[config.mk]
export PLATFORM = sky130hd
export DESIGN_NAME = arith_unit_flat
export DESIGN_NICKNAME = d
export VERILOG_FILES = /design/src/rtl/arith_unit_pkg.sv /design/src/rtl/arith_unit_if.sv /design/src/rtl/arith_unit_shift_add_mul.sv /design/src/rtl/arith_unit.sv /design/src/flat_wrapper.sv
export SDC_FILE = /design/constraint.sdc
export NUM_CORES = 1
export LEC_CHECK = 0
export ABC_AREA = 1
export ABC_CLOCK_PERIOD_IN_PS = 2800
export BUFFER_PORTS_ARGS = -buffer_cell sky130_fd_sc_hd__buf_4
export CELL_PAD_IN_SITES_DETAIL_PLACEMENT = 1
export CELL_PAD_IN_SITES_GLOBAL_PLACEMENT = 2
export CORE_ASPECT_RATIO = 1.75
export CORE_MARGIN = 1.5
export CORE_UTILIZATION = 35
export DETAILED_ROUTE_END_ITERATION = 16
export GPL_ROUTABILITY_DRIVEN = 0
export GPL_TIMING_DRIVEN = 0
export HOLD_SLACK_MARGIN = 0.05
export PLACE_DENSITY = 0.84
export SLEW_MARGIN = 20
export SYNTH_ARGS = -nofsm -noshare
export SYNTH_HDL_FRONTEND = slang
export SYNTH_HIERARCHICAL = 1
export SYNTH_SLANG_ARGS = --single-unit
[constraint.sdc]
create_clock -name clk -period 2.8 [get_ports clk]
set_input_delay 0.28 -clock clk [delete_from_list [all_inputs] [get_ports clk]]
set_output_delay 0.28 -clock clk [all_outputs]
set_load 0.02 [all_outputs]
[src/rtl/arith_unit_pkg.sv]
// arith_unit_pkg: op codes and FSM encodings shared by arith_unit, board tops and benches.
package arith_unit_pkg;

    localparam logic [2:0] OP_CLR = 3'd0;
    localparam logic [2:0] OP_ADD = 3'd1;
    localparam logic [2:0] OP_SUB = 3'd2;
    localparam logic [2:0] OP_MUL = 3'd3;
    localparam logic [2:0] OP_ACC = 3'd4;

    typedef enum logic [0:0] {
        S_IDLE = 1'b0,
        S_MUL  = 1'b1
    } state_t;

endpackage

[src/rtl/arith_unit_if.sv]
// arith_unit_if: command/result bundle between a command source and arith_unit.
interface arith_unit_if #(parameter int WIDTH = 8);

    logic                 start;
    logic [2:0]           op;
    logic [WIDTH-1:0]     a;
    logic [WIDTH-1:0]     b;
    logic [2*WIDTH-1:0]   result;
    logic                 busy;
    logic                 done;
    logic                 neg;
    logic                 ovf;

    modport master (output start, op, a, b, input result, busy, done, neg, ovf);
    modport slave  (input start, op, a, b, output result, busy, done, neg, ovf);

endinterface

[src/rtl/arith_unit_shift_add_mul.sv]
// shift_add_mul: unsigned shift-add multiplier datapath, one multiplier bit per step.
module shift_add_mul #(
    parameter int WIDTH = 8
) (
    input  logic                 clk,
    input  logic                 rst_n,
    input  logic                 load_i,
    input  logic                 step_i,
    input  logic [WIDTH-1:0]     a_i,
    input  logic [WIDTH-1:0]     b_i,
    output logic                 last_o,
    output logic [2*WIDTH-1:0]   prod_o
);

    localparam int W2 = 2 * WIDTH;
    localparam int CW = $clog2(WIDTH);

    logic [W2-1:0]    mcand_q;
    logic [WIDTH-1:0] mplier_q;
    logic [W2-1:0]    partial_q;
    logic [CW-1:0]    cnt_q;

    // prod_o already includes the current step, so on the last step it is the final product
    assign prod_o = partial_q + (mplier_q[0] ? mcand_q : '0);
    assign last_o = cnt_q == CW'(WIDTH - 1);

    always_ff @(posedge clk or negedge rst_n) begin
        if (!rst_n) begin
            mcand_q   <= '0;
            mplier_q  <= '0;
            partial_q <= '0;
            cnt_q     <= '0;
        end else if (load_i) begin
            mcand_q   <= {{WIDTH{1'b0}}, a_i};
            mplier_q  <= b_i;
            partial_q <= '0;
            cnt_q     <= '0;
        end else if (step_i) begin
            partial_q <= prod_o;
            mcand_q   <= {mcand_q[W2-2:0], 1'b0};
            mplier_q  <= {1'b0, mplier_q[WIDTH-1:1]};
            cnt_q     <= cnt_q + CW'(1);
        end
    end

endmodule

[src/rtl/arith_unit.sv]
// arith_unit: start-edge triggered CLR/ADD/SUB/MUL/ACC unit with registered result and flags.
module arith_unit
    import arith_unit_pkg::*;
#(
    parameter int WIDTH = 8
) (
    input  logic        clk,
    input  logic        rst_n,
    arith_unit_if.slave bus
);

    localparam int W2 = 2 * WIDTH;

    state_t          state_q;
    logic            start_q;
    logic            busy_q;
    logic            done_q;
    logic            neg_q;
    logic            ovf_q;
    logic [W2-1:0]   result_q;
    logic [W2-1:0]   add_d;
    logic [W2-1:0]   sub_d;
    logic [W2:0]     acc_d;
    logic [WIDTH:0]  diff;
    logic [W2-1:0]   prod;
    logic            fire;
    logic            last;

    assign fire  = bus.start && !start_q && state_q == S_IDLE;
    // borrow bit of the widened difference is both the sign and a<b
    assign diff  = {1'b0, bus.a} - {1'b0, bus.b};
    assign add_d = W2'({1'b0, bus.a} + {1'b0, bus.b});
    assign sub_d = {{(WIDTH-1){diff[WIDTH]}}, diff};
    assign acc_d = {1'b0, result_q} + (W2+1)'(bus.a);

    shift_add_mul #(.WIDTH(WIDTH)) u_mul (
        .clk    (clk),
        .rst_n  (rst_n),
        .load_i (fire && bus.op == OP_MUL),
        .step_i (state_q == S_MUL),
        .a_i    (bus.a),
        .b_i    (bus.b),
        .last_o (last),
        .prod_o (prod)
    );

    always_ff @(posedge clk or negedge rst_n) begin
        if (!rst_n) begin
            state_q  <= S_IDLE;
            start_q  <= 1'b1;
            result_q <= '0;
            busy_q   <= 1'b0;
            done_q   <= 1'b0;
            neg_q    <= 1'b0;
            ovf_q    <= 1'b0;
        end else begin
            start_q <= bus.start;
            done_q  <= 1'b0;
            if (fire) begin
                done_q <= bus.op != OP_MUL;
                case (bus.op)
                    OP_CLR: begin
                        result_q <= '0;
                        neg_q    <= 1'b0;
                        ovf_q    <= 1'b0;
                    end
                    OP_ADD: result_q <= add_d;
                    OP_SUB: begin
                        result_q <= sub_d;
                        neg_q    <= diff[WIDTH];
                    end
                    OP_MUL: begin
                        busy_q  <= 1'b1;
                        state_q <= S_MUL;
                    end
                    OP_ACC: begin
                        result_q <= acc_d[W2-1:0];
                        ovf_q    <= ovf_q | acc_d[W2];
                    end
                    default: ;
                endcase
            end else if (state_q == S_MUL && last) begin
                result_q <= prod;
                busy_q   <= 1'b0;
                done_q   <= 1'b1;
                state_q  <= S_IDLE;
            end
        end
    end

    assign bus.result = result_q;
    assign bus.busy   = busy_q;
    assign bus.done   = done_q;
    assign bus.neg    = neg_q;
    assign bus.ovf    = ovf_q;

endmodule

[src/flat_wrapper.sv]
// flat-port wrapper written by rule: the top's interface ports become plain ports
module arith_unit_flat import arith_unit_pkg::*;
#(
    parameter int WIDTH = 8
)
  (clk, rst_n, bus_start, bus_op, bus_a, bus_b, bus_result, bus_busy, bus_done, bus_neg, bus_ovf);
  arith_unit_if #(.WIDTH(WIDTH)) bus_i ();
  input  logic clk;
  input  logic rst_n;
  input wire logic [$bits(bus_i.start)-1:0] bus_start;
  input wire logic [$bits(bus_i.op)-1:0] bus_op;
  input wire logic [$bits(bus_i.a)-1:0] bus_a;
  input wire logic [$bits(bus_i.b)-1:0] bus_b;
  output wire logic [$bits(bus_i.result)-1:0] bus_result;
  output wire logic [$bits(bus_i.busy)-1:0] bus_busy;
  output wire logic [$bits(bus_i.done)-1:0] bus_done;
  output wire logic [$bits(bus_i.neg)-1:0] bus_neg;
  output wire logic [$bits(bus_i.ovf)-1:0] bus_ovf;
  assign bus_i.start = bus_start;
  assign bus_i.op = bus_op;
  assign bus_i.a = bus_a;
  assign bus_i.b = bus_b;
  assign bus_result = bus_i.result;
  assign bus_busy = bus_i.busy;
  assign bus_done = bus_i.done;
  assign bus_neg = bus_i.neg;
  assign bus_ovf = bus_i.ovf;
  arith_unit #(.WIDTH(WIDTH)) u_core (.clk(clk), .rst_n(rst_n), .bus(bus_i));
endmodule
==> results of run 1 <==
how the worst max path moves through the flow:
stage                             startpoint                     to  slack (ns)  cells past startpoint
finish              u_core/u_mul/mplier_q[0]  u_core/bus.result[10]        0.24                     14
global route        u_core/u_mul/mplier_q[0]  u_core/bus.result[10]        0.12                     14
CTS                 u_core/u_mul/mplier_q[0]  u_core/bus.result[10]        0.03                     15
detailed placement  u_core/u_mul/mplier_q[0]  u_core/bus.result[10]        0.06                     15
global placement    u_core/u_mul/mplier_q[0]  u_core/bus.result[10]        0.09                     15
floorplan           u_core/u_mul/mplier_q[0]  u_core/bus.result[12]        0.49                     15
sequential cells by signal, summed over array words and instances, names as in the netlist:
signal,count
u_core/u_mul/cnt_q,3
u_core/u_mul/mplier_q,8
u_core/start_q,1
u_core/bus.busy,1
u_core/u_mul/partial_q,16
u_core/bus.result,16
u_core/bus.ovf,1
u_core/u_mul/mcand_q,16
u_core/bus.neg,1
u_core/bus.done,1
timing repair:
action | in CTS | in global routing
buffers inserted | 0 | 0
setup endpoints to repair | 0 | 6
resized for setup | 0 | 0
synthesized netlist by cell type (3+ instances only):
library cell,count
dfrtp_1,63
nor3_2,3
nor2_2,12
a21oi_1,45
nand3b_1,9
o21ai_0,13
o21a_1,7
ha_1,41
buf_2,9
nor2_1,39
nand3_2,3
buf_4,6
and2_1,7
inv_1,120
nand2_2,9
o221ai_1,4
nor3_1,4
xor2_1,5
inv_2,11
a22o_1,6
nand3_1,61
o22ai_1,15
o21ai_1,5
nand2_1,229
a21oi_2,14
fa_1,4
nand4_1,8
power groups by stage:
stage	combinational (mW)	clock, mW	sequential (mW)
2_1_floorplan	1.96	0	1.72
3_3_place_gp	2.95	0	1.66
3_5_place_dp	3.05	0	1.68
4_1_cts	3.08	1.35	1.67
5_1_grt	3.38	1.38	1.72
6_report	3.04	1.32	1.67
area by class of cell:
cell class                      count  share of cell area [%]
Multi-Input combinational cell    565                    50.8
Sequential cell                    64                    25.3
Inverter                          132                    7.86
Timing Repair Buffer               41                    4.86
Clock buffer                       11                    3.83
Tap cell                          186                    3.67
Buffer                             18                    2.09
Clock inverter                      5                    1.64
cells in the final DEF, fill, tap and decap left out, drive strengths merged, types with 9 or more instances in the layout:
master / synthesis / routed
a21oi: 60 / 60
nor2: 53 / 53
ha: 41 / 41
nand3: 64 / 64
nand2: 240 / 240
buf: 18 / 59
nand4: 10 / 10
nand3b: 9 / 9
inv: 132 / 132
o22ai: 15 / 15
clkbuf: 1 / 11
o21ai: 18 / 18
dfrtp: 63 / 63
worst reg2reg max path: stages, from the launching register on:
cell and delay [ns]:
dfrtp_1 0.36, buf_2 0.23, nand2_1 0.10, inv_1 0.06
ha_1 0.21, fa_1 0.44, nand2_1 0.09, nand2_1 0.05
nand3b_1 0.10, nand2_2 0.08, nand2_1 0.13, nand3b_1 0.11
and2_1 0.19, a21oi_1 0.23, a21oi_2 0.08
cell families after synthesis:
logic type,Yosys count,share of synthesized area (%)
simple gates,393,32.7
compound gates,119,13.9
fa+ha+maj,45,10.9
flops,64,29.4
buf+inv,151,11.6
xor+xnor,8,1.56
metal layers:
| layer | routed length, um | vias to the layer above | global-route usage [%] |
|---|---|---|---|
| met4 | 978 | 0 | 12.7 |
| met2 | 10100 | 85 | 44.7 |
| met3 | 400 | 42 | 2.62 |
| met1 | 6800 | 2547 | 23.4 |
| li1 | - | 2605 | - |
| met5 | 0 | - | 0 |
stage by stage:
step | util, % | power [mW] | cells | cell area [um2]
2_1_floorplan | - | 3.68 | 780 | 5460
3_3_place_gp | 39.2 | 4.61 | 1007 | 6000
3_5_place_dp | 39.2 | 4.73 | 1007 | 6000
4_1_cts | 41.4 | 6.10 | 1023 | 6340
5_1_grt | 41.4 | 6.49 | 1022 | 6340
6_report | 41.4 | 6.03 | 1022 | 6340
==> results.sh, run 1 <==
export IMPL_rsz0062_at_grt="no"
export IMPL_reg2reg_from="u_core/u_mul/mplier_q[0]"
export IMPL_synthesis_area_um2=5460
export IMPL_cts_buffers=9
export IMPL_min_period_over_period_pct=91.3
export IMPL_synth_main_ff_cell="dfrtp_1"
export IMPL_dieArea_um2=16400
export IMPL_final_fill_count=2004
export IMPL_synth_largest_area_cell="dfrtp_1"
export IMPL_place_port_buffers=41
export IMPL_initial_core_util_pct=35.6
export IMPL_post_route_cells_drive_above_1_share_pct=16.5
export IMPL_ff2ff_path_depth=14
export IMPL_cp_slowest_stage_delay_ns=0.44
export IMPL_setup_violations=0
export IMPL_powerDensity_nw_per_um2=951
export IMPL_cp_max_fo=17
export IMPL_worst_hold_path_type="in -> async"
export IMPL_synth_edff_count=0
export IMPL_status="completed"
export IMPL_grt_pass1_vias=5870
export IMPL_critPathBufInv=2
export IMPL_clk_path_buf_depth=2
export IMPL_cp_slowest_cell="fa_1"
export IMPL_grt_usage_pct=23.0
export IMPL_fmax_mhz=391
export IMPL_p_clk_share_pct=21.9
export IMPL_synth_distinct_cells=49
export IMPL_ys_seq_area_share_pct=29.4
export IMPL_synth_top_cell_area_share_pct=28.9
export IMPL_setup_ws_ns=0.242
export IMPL_power_share_sequential_pct=27.7
export IMPL_drc=0
export IMPL_switching_share_pct=45.0
export IMPL_area_growth_pct=16.2
export IMPL_syn_nets=847
export IMPL_grt_ovfl_total=0
export IMPL_post_drt_wl_per_cell_um=17.9
export IMPL_insertion_delay_ns=0.34
export IMPL_synth_avg_cell_area_um2=6.99
export IMPL_multi_input_area_um2=3220
export IMPL_r2r_setup_slack_ns=0.24
export IMPL_path_clk_slew_ns=0.06
export IMPL_place_ws_ns=0.0609
export IMPL_routed_wl_mm=18.3
export IMPL_seq_area_um2=1600
export IMPL_io_pins=42
export IMPL_drt_iter0_markers=154
export IMPL_path_cells="buf_2 > nand2_1 > inv_1 > ha_1 > fa_1 > nand2_1 > nand2_1 > nand3b_1 > nand2_2 > nand2_1 > nand3b_1 > and2_1 > a21oi_1 > a21oi_2"
export IMPL_period_minus_slack_ns=2.56
export IMPL_nets=898
export IMPL_crit_family="simple AND/OR/NAND/NOR gates"
export IMPL_intPower_mw=3.31
export IMPL_ys_seq_elements=64
export IMPL_criticalPathCategory="reg -> reg"
export IMPL_fp_row_count=60
export IMPL_whs_ns=0.0430
export IMPL_comb_power_share_pct=50.5
export IMPL_p_leak_nw=3.49
export IMPL_cp_arrival_ns=2.78
export IMPL_grt_max_degree=65
export IMPL_antenna_left=0
export IMPL_num_vias=5279
export IMPL_r2r_end="u_core/bus.result[10]"
export IMPL_ys_warn_count=6
export IMPL_worstMarginPinSlew_ns=0.865
export IMPL_cap_violations=0
export IMPL_ys_top_cells_by_area="dfrtp_1, nand2_1, ha_1, inv_1, nand3_1"
export IMPL_cpMostUsedCell="nand2_1"
export IMPL_fin_skew_ns=0.00902
export IMPL_die_w_um=97.4
export IMPL_cp_start_kind="flop"
export IMPL_die_h_um=168
export IMPL_numClockSinks=64
export IMPL_hold_viol_final=0
export IMPL_grt_pass1_wl_mm=29.6
export IMPL_core_um2=15300
export IMPL_ir_drop_mv=0.383
export IMPL_cts_max_level=3
export IMPL_cp_data_required_time_ns=3.02
export IMPL_dr_pass1_iters=4
export IMPL_grt_antenna_before_repair=0
export IMPL_end_kind="flop"
export IMPL_syn_inst=780
export IMPL_max_slew_margin_rel_pct=42.3
export IMPL_hpwlAfterDp_mm=14.9
export IMPL_power_switching_mw=2.72
export IMPL_tns_ns=0
export IMPL_clock_root_buffer="clkbuf_16"
export IMPL_hold_buffers=0
export IMPL_timing_final_max_slew_violations=0
export IMPL_cts_tree="built"
export IMPL_synthArstFlopShare_pct=100
export IMPL_diodes=0
export IMPL_viasPerCell=5.17
Power figures use the tool's default switching activity.
==> inputs of run 2 (changes only) <==
Settings changed: REMOVE_ABC_BUFFERS from default to 1.
==> run 2 against run 1 <==
  * Routed wire length decreased by 2.9%
  * Clock skew is 0.00091 ns lower
  * Worst hold slack lost 0.0047 ns
  * Register-to-register slack better by 0.11 ns
  * Non-clock buffer count fell by 16
  * Critical path depth is 1 lower
  * Final cell count fell by 1.4%
  * Count of clock-buffer cells in the layout down 2
  * Sequential power about the same
  * Combinational power down 4%
  * Die area is the same
  * Largest cell class unchanged
==> results.sh, run 2 (synthesis results as in run 1) <==
export IMPL_final_cell_area_um2=6270
export IMPL_status="completed"
export IMPL_grt_usage_pct=22.4
export IMPL_placed_area_um2=5860
export IMPL_dr_pass1_iters=4
export IMPL_worst_hold_path_type="in -> async"
export IMPL_postLayoutCoreUtil_pct=40.9
export IMPL_cpMostUsedCell="nand2_1"
export IMPL_powerDensity_nw_per_um2=961
export IMPL_viasPerCell=5.15
export IMPL_num_vias=5193
export IMPL_grt_ovfl_total=0
export IMPL_core_um2=15300
export IMPL_drt_iter0_markers=208
export IMPL_clk_path_buf_depth=2
export IMPL_ir_drop_mv=0.381
export IMPL_cts_tree="built"
export IMPL_setup_violations=0
export IMPL_area_growth_pct=14.9
export IMPL_clock_root_buffer="clkbuf_16"
export IMPL_post_drt_wl_per_cell_um=17.6
export IMPL_die_w_um=97.4
export IMPL_multi_input_area_um2=3240
export IMPL_layout_commonest_cell="nand2_1"
export IMPL_min_period_over_period_pct=87.5
export IMPL_worstMarginPinSlew_ns=0.862
export IMPL_dr_wl_met2_mm=10.0
export IMPL_diodes=0
export IMPL_highest_layer="met4"
export IMPL_post_route_cells_drive_above_1_share_pct=15.2
export IMPL_antenna_left=0
export IMPL_power_mw=6.02
export IMPL_dp_cells=988
export IMPL_wl_met3_um=309
export IMPL_cp_slowest_cell="dfrtp_2"
export IMPL_hold_viol_final=0
export IMPL_fp_row_count=60
export IMPL_fin_skew_ns=0.00810
export IMPL_crit_family="simple AND/OR/NAND/NOR gates"
export IMPL_initial_core_util_pct=35.6
export IMPL_max_slew_margin_rel_pct=42.5
export IMPL_grt_pass1_wl_mm=28.9
export IMPL_cp_start_kind="flop"
export IMPL_dieArea_um2=16400
export IMPL_whs_ns=0.0383
export IMPL_die_h_um=168
export IMPL_cp_arrival_ns=2.68
export IMPL_drc=0
export IMPL_rsz0062_at_grt="no"
export IMPL_tns_ns=0
export IMPL_timing_final_max_slew_violations=0
export IMPL_routed_wl_mm=17.7
export IMPL_fin_cells=1008
export IMPL_critPathBufInv=1
export IMPL_fmax_mhz=408
export IMPL_criticalPathCategory="reg -> reg"
export IMPL_place_ws_ns=-0.813
export IMPL_end_kind="flop"
export IMPL_io_pins=42
export IMPL_layout_common_cells="nand2_1, inv_1, dfrtp_1"
export IMPL_cts_max_level=3
export IMPL_cp_data_required_time_ns=3.03
export IMPL_seq_area_um2=1600
export IMPL_grt_antenna_before_repair=0
export IMPL_cap_violations=0
export IMPL_grt_pass1_vias=5764
export IMPL_r2r_setup_slack_ns=0.35
export IMPL_drt_met1_wl_mm=6.88
export IMPL_final_fill_count=1990
export IMPL_path_cells="nand2_1 > inv_1 > ha_1 > fa_1 > nand2_1 > nand2_1 > nand3b_1 > nand2_2 > nand2_1 > nand3_1 > and2_1 > a21oi_1 > a21oi_2"
export IMPL_nets=884
export IMPL_path_clk_slew_ns=0.06
export IMPL_hpwlAfterDp_mm=13.8
export IMPL_p_leak_nw=3.43
export IMPL_cts_buffers=9
export IMPL_cp_max_fo=17
export IMPL_numClockSinks=64
export IMPL_setup_ws_ns=0.351
export IMPL_grt_max_degree=65
export IMPL_cp_slowest_stage_delay_ns=0.54
export IMPL_period_minus_slack_ns=2.45
export IMPL_insertion_delay_ns=0.34
export IMPL_place_port_buffers=41
==> run 2: cell type report <==
cell class,count,area share [%]
Inverter,132,7.94
Timing Repair Buffer,43,5.19
Sequential cell,64,25.6
Multi-Input combinational cell,567,51.7
Tap cell,186,3.71
Clock inverter,7,2.28
Clock buffer,9,3.59
==> run 2: timing repair <==
| action | CTS | global route |
|---|---|---|
| hold buffers | 1 | 0 |
| resized for setup | 2 | 1 |
| pin swaps | 1 | 2 |
| endpoints found under the hold margin | 1 | 0 |
| cloned | 1 | 1 |
| setup buffers | 0 | 1 |
| endpoints found under the setup margin | 40 | 10 |
==> run 2: power breakdown <==
group | switching, mW | internal [mW] | total, mW | leakage, nW
sequential | 0.376 | 1.31 | 1.69 | 0.799
clock | 0.443 | 0.963 | 1.41 | 0.180
combinational | 1.89 | 1.04 | 2.93 | 2.45
total | 2.71 | 3.31 | 6.02 | 3.43
==> run 2: path summary, 6_finish.rpt <==
check,start,endpoint,depth (start not counted)
max,u_core/u_mul/mplier_q[0],u_core/bus.result[14],13
min,rst_n,u_core/u_mul/partial_q[14],1
max reg2reg,u_core/u_mul/mplier_q[0],u_core/bus.result[14],13
min reg2reg,u_core/u_mul/partial_q[6],u_core/u_mul/partial_q[6],2
max in group asynchronous,rst_n,u_core/u_mul/mplier_q[0],1
min in group clk,bus_b[2],u_core/u_mul/mplier_q[2],3
==> run 2: routing by layer <==
layer	up-vias	GRT usage, %
met5	-	0
met1	2519	23.6
met2	63	44.4
li1	2583	-
met4	0	8.63
met3	28	2.37
